## config.mk

```make
export PLATFORM = sky130hd
export DESIGN_NAME = ps2_scancode_filter
export DESIGN_NICKNAME = d
export VERILOG_FILES = /design/src/rtl/ps2_scancode_filter.sv
export SDC_FILE = /design/constraint.sdc
export NUM_CORES = 1
export LEC_CHECK = 0
export CAP_MARGIN = 20
export CORE_AREA = 2 2 56 78
export DETAILED_ROUTE_END_ITERATION = 8
export DIE_AREA = 0 0 58 80
export GPL_ROUTABILITY_DRIVEN = 1
export PLACE_DENSITY_LB_ADDON = 0.12
export SLEW_MARGIN = 25
export SYNTH_ARGS = -nofsm -noshare
export SYNTH_HDL_FRONTEND = slang
export SYNTH_SLANG_ARGS = --single-unit
```

## constraint.sdc

```tcl
create_clock -name clk -period 5.2 [get_ports clk]
set_clock_uncertainty 0.1 [all_clocks]
set_input_delay 0.52 -clock clk [delete_from_list [all_inputs] [get_ports clk]]
set_output_delay 0.52 -clock clk [all_outputs]
set_load 0.01 [all_outputs]
```

## src/rtl/ps2_scancode_filter.sv

```systemverilog
// ============================================================================
// Module   : ps2_scancode_filter
// Brief    : PS/2 set-2 prefix stripper and modifier tracker ahead of ASCII map.
//            Optional macro TYPEMATIC_FILTER_EN suppresses typematic repeats.
// Revision : 1.0
// ============================================================================
`default_nettype none

module ps2_scancode_filter #(
  parameter int TIMEOUT_CYCLES = 100000,
  parameter int PAUSE_TAIL     = 7
) (
  input  logic       clk,
  input  logic       i_sclr,
  input  logic [7:0] i_byte,
  input  logic       i_byte_valid,
  output logic [7:0] o_scancode,
  output logic       o_valid,
  output logic       o_extended,
  output logic       o_shift,
  output logic       o_capslock
);

  localparam int c_TO_W   = $clog2(TIMEOUT_CYCLES);
  localparam int c_TAIL_W = $clog2(PAUSE_TAIL + 1);
  localparam logic [c_TO_W-1:0]   c_TO_MAX = c_TO_W'(TIMEOUT_CYCLES - 1);
  localparam logic [c_TAIL_W-1:0] c_TAIL   = c_TAIL_W'(PAUSE_TAIL);

  localparam logic [7:0] c_EXT   = 8'hE0;
  localparam logic [7:0] c_BRK   = 8'hF0;
  localparam logic [7:0] c_PAUSE = 8'hE1;
  localparam logic [7:0] c_LSH   = 8'h12;
  localparam logic [7:0] c_RSH   = 8'h59;
  localparam logic [7:0] c_CAPS  = 8'h58;

  typedef enum logic [2:0] {
    S_IDLE    = 3'd0,
    S_BRK     = 3'd1,
    S_EXT     = 3'd2,
    S_EXT_BRK = 3'd3,
    S_PAUSE   = 3'd4
  } state_t;

  state_t              r_state, w_state_nxt;
  logic [c_TAIL_W-1:0] r_tail, w_tail_nxt;
  logic [c_TO_W-1:0]   r_to_cnt, w_to_nxt;
  logic                r_shift_l, w_shift_l_nxt;
  logic                r_shift_r, w_shift_r_nxt;
  logic                r_caps, w_caps_nxt;
  logic                w_emit, w_emit_ext;
  logic                w_sup_std, w_sup_ext;
  logic                w_timeout;

`ifdef TYPEMATIC_FILTER_EN
  logic [7:0] r_last_code;
  logic       r_last_ext, r_last_vld;
  logic       w_last_wr, w_last_wr_ext, w_last_clr;

  assign w_sup_std = r_last_vld && !r_last_ext && (r_last_code == i_byte);
  assign w_sup_ext = r_last_vld &&  r_last_ext && (r_last_code == i_byte);
`else
  assign w_sup_std = 1'b0;
  assign w_sup_ext = 1'b0;
`endif

  // A strobe always takes precedence over an expiring prefix timeout.
  assign w_timeout = !i_byte_valid && (r_state != S_IDLE) && (r_to_cnt == c_TO_MAX);

  always_comb begin
    if (i_byte_valid || r_state == S_IDLE) w_to_nxt = '0;
    else if (r_to_cnt != c_TO_MAX)         w_to_nxt = r_to_cnt + c_TO_W'(1);
    else                                   w_to_nxt = r_to_cnt;
  end

  always_comb begin
    w_state_nxt   = r_state;
    w_tail_nxt    = r_tail;
    w_shift_l_nxt = r_shift_l;
    w_shift_r_nxt = r_shift_r;
    w_caps_nxt    = r_caps;
    w_emit        = 1'b0;
    w_emit_ext    = 1'b0;
`ifdef TYPEMATIC_FILTER_EN
    w_last_wr     = 1'b0;
    w_last_wr_ext = 1'b0;
    w_last_clr    = 1'b0;
`endif
    if (i_byte_valid) begin
      case (r_state)
        S_IDLE: begin
          case (i_byte)
            c_EXT:   w_state_nxt = S_EXT;
            c_BRK:   w_state_nxt = S_BRK;
            c_PAUSE: begin
              w_state_nxt = S_PAUSE;
              w_tail_nxt  = c_TAIL;
            end
            8'hAA, 8'hFA, 8'hEE, 8'hFE, 8'h00, 8'hFF: ;
            default: begin
`ifdef TYPEMATIC_FILTER_EN
              w_last_wr = 1'b1;
`endif
              if (!w_sup_std) begin
                case (i_byte)
                  c_LSH:   w_shift_l_nxt = 1'b1;
                  c_RSH:   w_shift_r_nxt = 1'b1;
                  c_CAPS:  w_caps_nxt    = !r_caps;
                  default: w_emit        = 1'b1;
                endcase
              end
            end
          endcase
        end
        S_BRK: begin
          if (i_byte == c_LSH) w_shift_l_nxt = 1'b0;
          if (i_byte == c_RSH) w_shift_r_nxt = 1'b0;
`ifdef TYPEMATIC_FILTER_EN
          w_last_clr = w_sup_std;
`endif
          w_state_nxt = S_IDLE;
        end
        S_EXT: begin
          if (i_byte == c_BRK) begin
            w_state_nxt = S_EXT_BRK;
          end else begin
            w_state_nxt = S_IDLE;
            if (i_byte != c_LSH && i_byte != c_RSH) begin
`ifdef TYPEMATIC_FILTER_EN
              w_last_wr     = 1'b1;
              w_last_wr_ext = 1'b1;
`endif
              w_emit     = !w_sup_ext;
              w_emit_ext = 1'b1;
            end
          end
        end
        S_EXT_BRK: begin
`ifdef TYPEMATIC_FILTER_EN
          w_last_clr = w_sup_ext;
`endif
          w_state_nxt = S_IDLE;
        end
        S_PAUSE: begin
          w_tail_nxt = r_tail - c_TAIL_W'(1);
          if (r_tail <= c_TAIL_W'(1)) w_state_nxt = S_IDLE;
        end
        default: w_state_nxt = S_IDLE;
      endcase
    end else if (w_timeout) begin
      w_state_nxt = S_IDLE;
    end
  end

  always_ff @(posedge clk) begin
    if (i_sclr) begin
      r_state <= S_IDLE;
    end else begin
      r_state <= w_state_nxt;
    end
  end

  always_ff @(posedge clk) begin
    if (i_sclr) begin
      r_tail     <= '0;
      r_to_cnt   <= '0;
      r_shift_l  <= 1'b0;
      r_shift_r  <= 1'b0;
      r_caps     <= 1'b0;
      o_scancode <= 8'h00;
      o_valid    <= 1'b0;
      o_extended <= 1'b0;
    end else begin
      r_tail    <= w_tail_nxt;
      r_to_cnt  <= w_to_nxt;
      r_shift_l <= w_shift_l_nxt;
      r_shift_r <= w_shift_r_nxt;
      r_caps    <= w_caps_nxt;
      o_valid   <= w_emit;
      if (w_emit) begin
        o_scancode <= i_byte;
        o_extended <= w_emit_ext;
      end
    end
  end

`ifdef TYPEMATIC_FILTER_EN
  always_ff @(posedge clk) begin
    if (i_sclr) begin
      r_last_code <= 8'h00;
      r_last_ext  <= 1'b0;
      r_last_vld  <= 1'b0;
    end else if (w_last_wr) begin
      r_last_code <= i_byte;
      r_last_ext  <= w_last_wr_ext;
      r_last_vld  <= 1'b1;
    end else if (w_last_clr) begin
      r_last_vld  <= 1'b0;
    end
  end
`endif

  assign o_shift    = r_shift_l | r_shift_r;
  assign o_capslock = r_caps;

endmodule

`default_nettype wire

```

==> impl_metrics.py, run 1 <==
metrics = {
    "clock_network": {
        "h-tree-depth": 2,
        "cts_tree": "done",
        "clk_path_buf_depth": 2,
        "cts_sinks": 36,
        "cts_hold_buf": 0,
        "cts_buffers": 5,
        "clock_latency_ns": 0.28,
        "cts.repair.resized": 0,
        "postCtsSetupBuffers": 0,
        "root_buffer": "clkbuf_8",
        "clk_pin_slew_worst_paths_ns": 0.07,
    },
    "logic_synthesis": {
        "avgSynthCellArea_um2": 8.54,
        "syn_inst": 227,
        "syn_area_um2": 1940,
        "ys_ff_latch": 36,
        "yosysWarnings": 0,
        "yosysUniqueCellTypes": 46,
        "seq_area_frac_synth_pct": 37.2,
        "synth_nets": 241,
    },
    "sta": {
        "rsz0062_at_grt": "false",
        "setup_viol": 0,
        "fin_crit_sh_pct": 45.5,
        "tightest_slew_ns": 0.756,
        "slew_headroom_pct": 49.4,
        "hold_viol": 0,
        "post-route-min-period_ns": 2.36,
        "maxSlewViolCount": 0,
        "fmax_ghz": 0.423,
        "tns_ns": 0,
    },
    "critical_path": {
        "reg2regPathDepth": 5,
        "cp-endpoint": "o_scancode[7]$_SDFFE_PP0P_",
        "cp-startpoint": "i_byte[2]",
        "worstPathArrival_ns": 2.48,
        "r2r_slack_ns": 3.21,
        "cp-end-kind": "flop",
        "timing.rr.start": "r_to_cnt[5]$_SDFFE_PP0N_",
        "crit_fanout": 9,
        "start_kind": "input port",
        "critical_path_class": "input port to flop",
        "required_ns": 5.32,
        "timing.rr.end": "r_state[2]$_SDFFE_PP0P_",
    },
    "cells_and_area": {
        "nNetsFinal": 259,
        "n_antenna_cell": 0,
        "drive_above_1_share_pct": 5.69,
        "areaGrowthSynthToFinish_pct": 16.5,
        "final_cell_area_um2": 2260,
    },
    "grt": {
        "grt_overflow": 0,
        "first_global_vias": 1461,
        "grt_antenna_before_repair": 0,
        "grt_use_total_pct": 18.2,
        "grt_pass1_wl_um": 6470,
        "grt_max_degree": 26,
    },
    "floorplanning": {
        "coreArea_um2": 3920,
        "die_x_um": 58,
        "rows": 27,
        "fp.dieH_um": 80,
        "ios": 23,
        "fp.dieArea_um2": 4640,
        "initial_utilization_pct": 49.5,
    },
    "placement": {
        "place_congestion": 0.800,
        "post-dp-hpwl_um": 2740,
        "place_area_um2": 2170,
        "portBuffers": 22,
    },
    "detailed_routing": {
        "drtPass1Iterations": 4,
        "antenna_left": 0,
        "route.vias.total": 1596,
        "routed_wl_um": 3800,
        "viasPerCell": 5.52,
        "drt_iter0_markers": 45,
        "drc": 0,
        "wl_per_cell_um": 13.2,
    },
    "flow_run": {
        "max_cap_violations": 0,
    },
    "pwr": {
        "p_leak_nw": 0.779,
        "power.density_nw_per_um2": 243,
        "ir_worst_vdd_mv": 0.209,
    },
    "hold_path": {
        "hold_path_class": "flop to flop",
    },
    "outcome": {
        "status": "finished clean",
    },
}
metal layers:
metal	part of all wire (%)	track usage, %
met3	2.8	4.86
met5	0	0
met1	43	20.0
met4	1.6	6.98
met2	53	32.5
stage by stage:
step	hold slack [ns]	util, %	power (W)	cells	setup slack, ns
after global routing	0.390	57.6	0.000578	289	2.73
final	0.374	57.6	0.000549	289	2.84
after floorplan	0.355	-	0.000324	227	3.22
after global placement	0.349	55.3	0.000350	281	2.57
after CTS	0.377	57.6	0.000557	289	2.83
after detailed placement	0.368	55.3	0.000350	281	2.53
worst max-delay path, cell delays in order:
cell	delay (ns)
clkdlybuf4s50_1	0.66
and4bb_1	0.30
a22oi_2	0.18
nand4_1	0.19
o21ai_4	0.40
mux2i_1	0.23
registers in the layout, summed over array words and instances (netlist names):
| name | flops |
|---|---|
| o_capslock | 1 |
| o_extended | 1 |
| o_scancode | 8 |
| o_valid | 1 |
| r_shift_l | 1 |
| r_shift_r | 1 |
| r_state | 3 |
| r_tail | 3 |
| r_to_cnt | 17 |
worst min path at each step:
stage	startpoint	end	slack [ns]	cells past startpoint
4_1_cts	o_scancode[3]$_SDFFE_PP0P_	o_scancode[3]$_SDFFE_PP0P_	0.38	2
3_3_place_gp	o_scancode[7]$_SDFFE_PP0P_	o_scancode[7]$_SDFFE_PP0P_	0.35	2
5_1_grt	o_scancode[3]$_SDFFE_PP0P_	o_scancode[3]$_SDFFE_PP0P_	0.39	2
2_1_floorplan	r_shift_l$_SDFFE_PP0P_	r_shift_l$_SDFFE_PP0P_	0.35	2
6_report	o_scancode[3]$_SDFFE_PP0P_	o_scancode[3]$_SDFFE_PP0P_	0.37	2
3_5_place_dp	o_scancode[2]$_SDFFE_PP0P_	o_scancode[2]$_SDFFE_PP0P_	0.37	2
Yosys cell counts (all sizes together):
library cell | n | area share, %
and3 | 3 | 0.97
inv | 6 | 1.2
nand4 | 9 | 2.9
nor3 | 4 | 1.0
and2b | 1 | 0.39
clkbuf | 10 | 2.0
o221a | 1 | 0.58
a21boi | 1 | 0.39
a31oi | 3 | 0.97
nor4b | 3 | 2.1
nand2b | 15 | 4.8
a41oi | 1 | 0.45
and4bb | 1 | 0.65
mux2i | 13 | 6.7
and2 | 3 | 0.97
nor3b | 3 | 1.2
buf | 1 | 0.26
o2111ai | 1 | 0.45
nand3 | 10 | 2.6
a311oi | 1 | 0.45
nor2 | 28 | 5.4
a21oi | 10 | 2.6
nor4 | 3 | 1.7
or2 | 1 | 0.32
or3b | 2 | 0.90
nand2 | 15 | 2.9
o2bb2ai | 1 | 0.45
a211oi | 1 | 0.39
nor4bb | 1 | 0.52
o21ai | 8 | 2.6
or4b | 1 | 0.71
ha | 3 | 1.9
a22oi | 1 | 0.65
or4 | 2 | 0.77
dfxtp | 36 | 37
nor2b | 3 | 0.97
xnor2 | 8 | 3.6
or3 | 5 | 1.6
xor2 | 7 | 3.2
and4 | 1 | 0.45
cells by family after synthesis:
| family | share of synthesized area, % |
|---|---|
| simple gates | 34.0 |
| flops | 37.2 |
| xor+xnor | 6.78 |
| buf+inv | 3.42 |
| fa+ha+maj | 1.94 |
| compound gates | 10.0 |
| mux | 6.71 |
layout make-up:
cell class              count  area (um2)
inverters                   6        22.5
fillers                   396        1660
multi-input cells         174        1150
flip-flops and latches     36         721
repair buffers             22         220
clock buffers               8        90.1
well taps                  43        53.8
report_power, final:
part	switching, W	internal, W	leakage, nW
combinational	0.0000291	0.0000298	0.442
sequential	0.00000319	0.000282	0.292
clock	0.0000969	0.000108	0.0455
placed cells by master (no fill, tap or decap), types with 7 or more instances in the layout:
| cell type | instances |
|---|---|
| dfxtp_1 | 36 |
| nor2_1 | 28 |
| clkdlybuf4s50_1 | 22 |
| nand2_1 | 15 |
| nand2b_1 | 15 |
| mux2i_1 | 13 |
| nand3_1 | 10 |
| a21oi_1 | 10 |
| nand4_1 | 9 |
| xnor2_1 | 8 |
| xor2_1 | 7 |
Power figures use the tool's default switching activity.
==> run 2: changes to the inputs <==
==> constraint.sdc (replaced) <==
create_clock -name clk -period 2.3 [get_ports clk]
set_clock_uncertainty 0.1 [all_clocks]
set_input_delay 0.23 -clock clk [delete_from_list [all_inputs] [get_ports clk]]
set_output_delay 0.23 -clock clk [all_outputs]
set_load 0.01 [all_outputs]
==> run 2 against run 1 <==
  * Cell count rose by 3.5%
  * Routed wire length is 1.6% lower
  * Via count rose by 1.9%
  * Sequential power increased by 130%
  * Die area unchanged
  * Power grew 130%
  * Clock power increased by 120%
  * First-iteration DRC count up 29%
  * Worst hold slack got worse by 0.0041 ns
  * Design area increased by 3.3%
  * Critical path depth shrank 1
==> impl_metrics.py, run 2 (same netlist as run 1, synthesis figures left out) <==
metrics = {
    "critical_path": {
        "worstPathArrival_ns": 2.02,
        "crit_fanout": 7,
        "r2r_slack_ns": 0.33,
        "cpLargestDelayFamily": "simple AND/OR/NAND/NOR gates",
        "required_ns": 2.36,
        "cp-end-kind": "flop",
        "critical_path_class": "flop to flop",
        "critPathSlowestCell": "or4b_4",
        "cpPeakStageDelay_ns": 0.57,
        "cp_num_buf_inv": 0,
        "start_kind": "flop",
        "path_cells": "or4b_4 > nor4_4 > nand2_1 > mux2i_1 > nor2_1",
    },
    "clock_network": {
        "h-tree-depth": 2,
        "cts_tree": "done",
        "cts_buffers": 5,
        "postCtsSetupBuffers": 0,
        "root_buffer": "clkbuf_8",
        "clock_latency_ns": 0.29,
        "cts.repair.resized": 0,
        "cts_hold_buf": 0,
        "clk_pin_slew_worst_paths_ns": 0.07,
        "clk_path_buf_depth": 2,
        "cts_sinks": 36,
    },
    "hold_path": {
        "hold_path_class": "flop to flop",
    },
    "pwr": {
        "finalPower_w": 0.00125,
        "comb_power_share_pct": 11.5,
        "pwr-share-seq_pct": 51.7,
        "power.density_nw_per_um2": 534,
        "swShare_pct": 23.1,
        "ir_worst_vdd_mv": 0.367,
        "p_clk_share_pct": 36.8,
        "p_leak_nw": 0.829,
        "p_switching_w": 0.000288,
        "p_int_w": 0.000959,
    },
    "grt": {
        "grt_pass1_wl_um": 6380,
        "grt_use_total_pct": 17.6,
        "grt_overflow": 0,
        "grt_max_degree": 25,
        "first_global_vias": 1520,
        "grt_antenna_before_repair": 0,
    },
    "sta": {
        "slew_headroom_pct": 61.1,
        "post-route-min-period_ns": 1.97,
        "fmax_ghz": 0.509,
        "fin_crit_sh_pct": 85.5,
        "tightest_slew_ns": 0.583,
        "fin_ws_ns": 0.334,
        "setup_viol": 0,
        "tns_ns": 0,
        "rsz0062_at_grt": "false",
        "maxSlewViolCount": 0,
        "hold_viol": 0,
    },
    "floorplanning": {
        "initial_utilization_pct": 49.5,
        "coreArea_um2": 3920,
        "fp.dieH_um": 80,
        "rows": 27,
        "fp.dieArea_um2": 4640,
        "die_x_um": 58,
        "ios": 23,
    },
    "detailed_routing": {
        "route.vias.total": 1626,
        "routed_wl_um": 3740,
        "drtPass1Iterations": 4,
        "wl_per_cell_um": 12.5,
        "antenna_left": 0,
        "drc": 0,
        "viasPerCell": 5.44,
        "drt_iter0_markers": 58,
    },
    "cells_and_area": {
        "final_cell_mix": "dfxtp_1, nor2_1, clkdlybuf4s50_1",
        "nNetsFinal": 269,
        "reg.largest.list": "r_to_cnt x17, o_scancode x8",
        "areaGrowthSynthToFinish_pct": 20.4,
        "drive_above_1_share_pct": 9.38,
        "fillers": 360,
        "largest-register": "r_to_cnt",
        "n_antenna_cell": 0,
        "final_util_pct": 59.5,
        "largest_register_ff_count": 17,
        "layout_commonest_cell": "dfxtp_1",
    },
    "flow_run": {
        "max_cap_violations": 0,
    },
    "placement": {
        "place_congestion": 0.824,
        "dp_slack_ns": 0.0176,
        "portBuffers": 22,
        "post-dp-hpwl_um": 2790,
    },
    "outcome": {
        "status": "finished clean",
    },
}
[run 2: cell types whose count changed in the layout (fill, tap and decap cells not counted)]
cell and delta:
buf_4 +10
[run 2: layout make-up]
class                   count  area [um2]  share of cell area (%)
multi-input cells         174        1150                    49.3
flip-flops and latches     36         721                    30.9
repair buffers             32         295                    12.7
clock buffers               8        90.1                    3.86
well taps                  43        53.8                    2.31
inverters                   6        22.5                   0.965
[run 2: worst paths after layout]
path / cells after the start / startpoint / endpoint
hold reg to reg: 2 / o_scancode[7]$_SDFFE_PP0P_ / o_scancode[7]$_SDFFE_PP0P_
setup reg to reg: 5 / r_to_cnt[5]$_SDFFE_PP0N_ / r_to_cnt[1]$_SDFFE_PP0N_
setup / recovery: 5 / r_to_cnt[5]$_SDFFE_PP0N_ / r_to_cnt[1]$_SDFFE_PP0N_
hold / removal: 2 / o_scancode[7]$_SDFFE_PP0P_ / o_scancode[7]$_SDFFE_PP0P_
[run 2: tightest hold or removal path, delay by kind of cell (launching register included)]
family	cells	cell delay (ns)
flip-flops	1	0.32
multiplexers	1	0.05
AND/OR/NAND/NOR	1	0.06
[run 2: through the flow]
step	hold WS [ns]	cells	area [um2]
floorplan	0.285	227	1940
global placement	0.358	291	2240
detailed placement	0.366	291	2240
CTS	0.376	299	2330
global route	0.393	299	2330
finish	0.370	299	2330
[run 2: power by group through the flow]
stage	combinational (W)	clock [W]	sequential [W]
2_1_floorplan	0.0000700	0	0.000664
3_3_place_gp	0.000145	0	0.000658
3_5_place_dp	0.000145	0	0.000658
4_1_cts	0.000146	0.000471	0.000644
5_1_grt	0.000157	0.000504	0.000645
6_report	0.000144	0.000459	0.000644
[run 2: layer usage]
layer | GRT usage [%] | wire length [um] | share of wire, %
met1 | 18.9 | 1620 | 43
met2 | 31.1 | 1930 | 52
met3 | 4.38 | 118 | 3.2
met4 | 9.07 | 71 | 1.9
met5 | 0 | 0 | 0
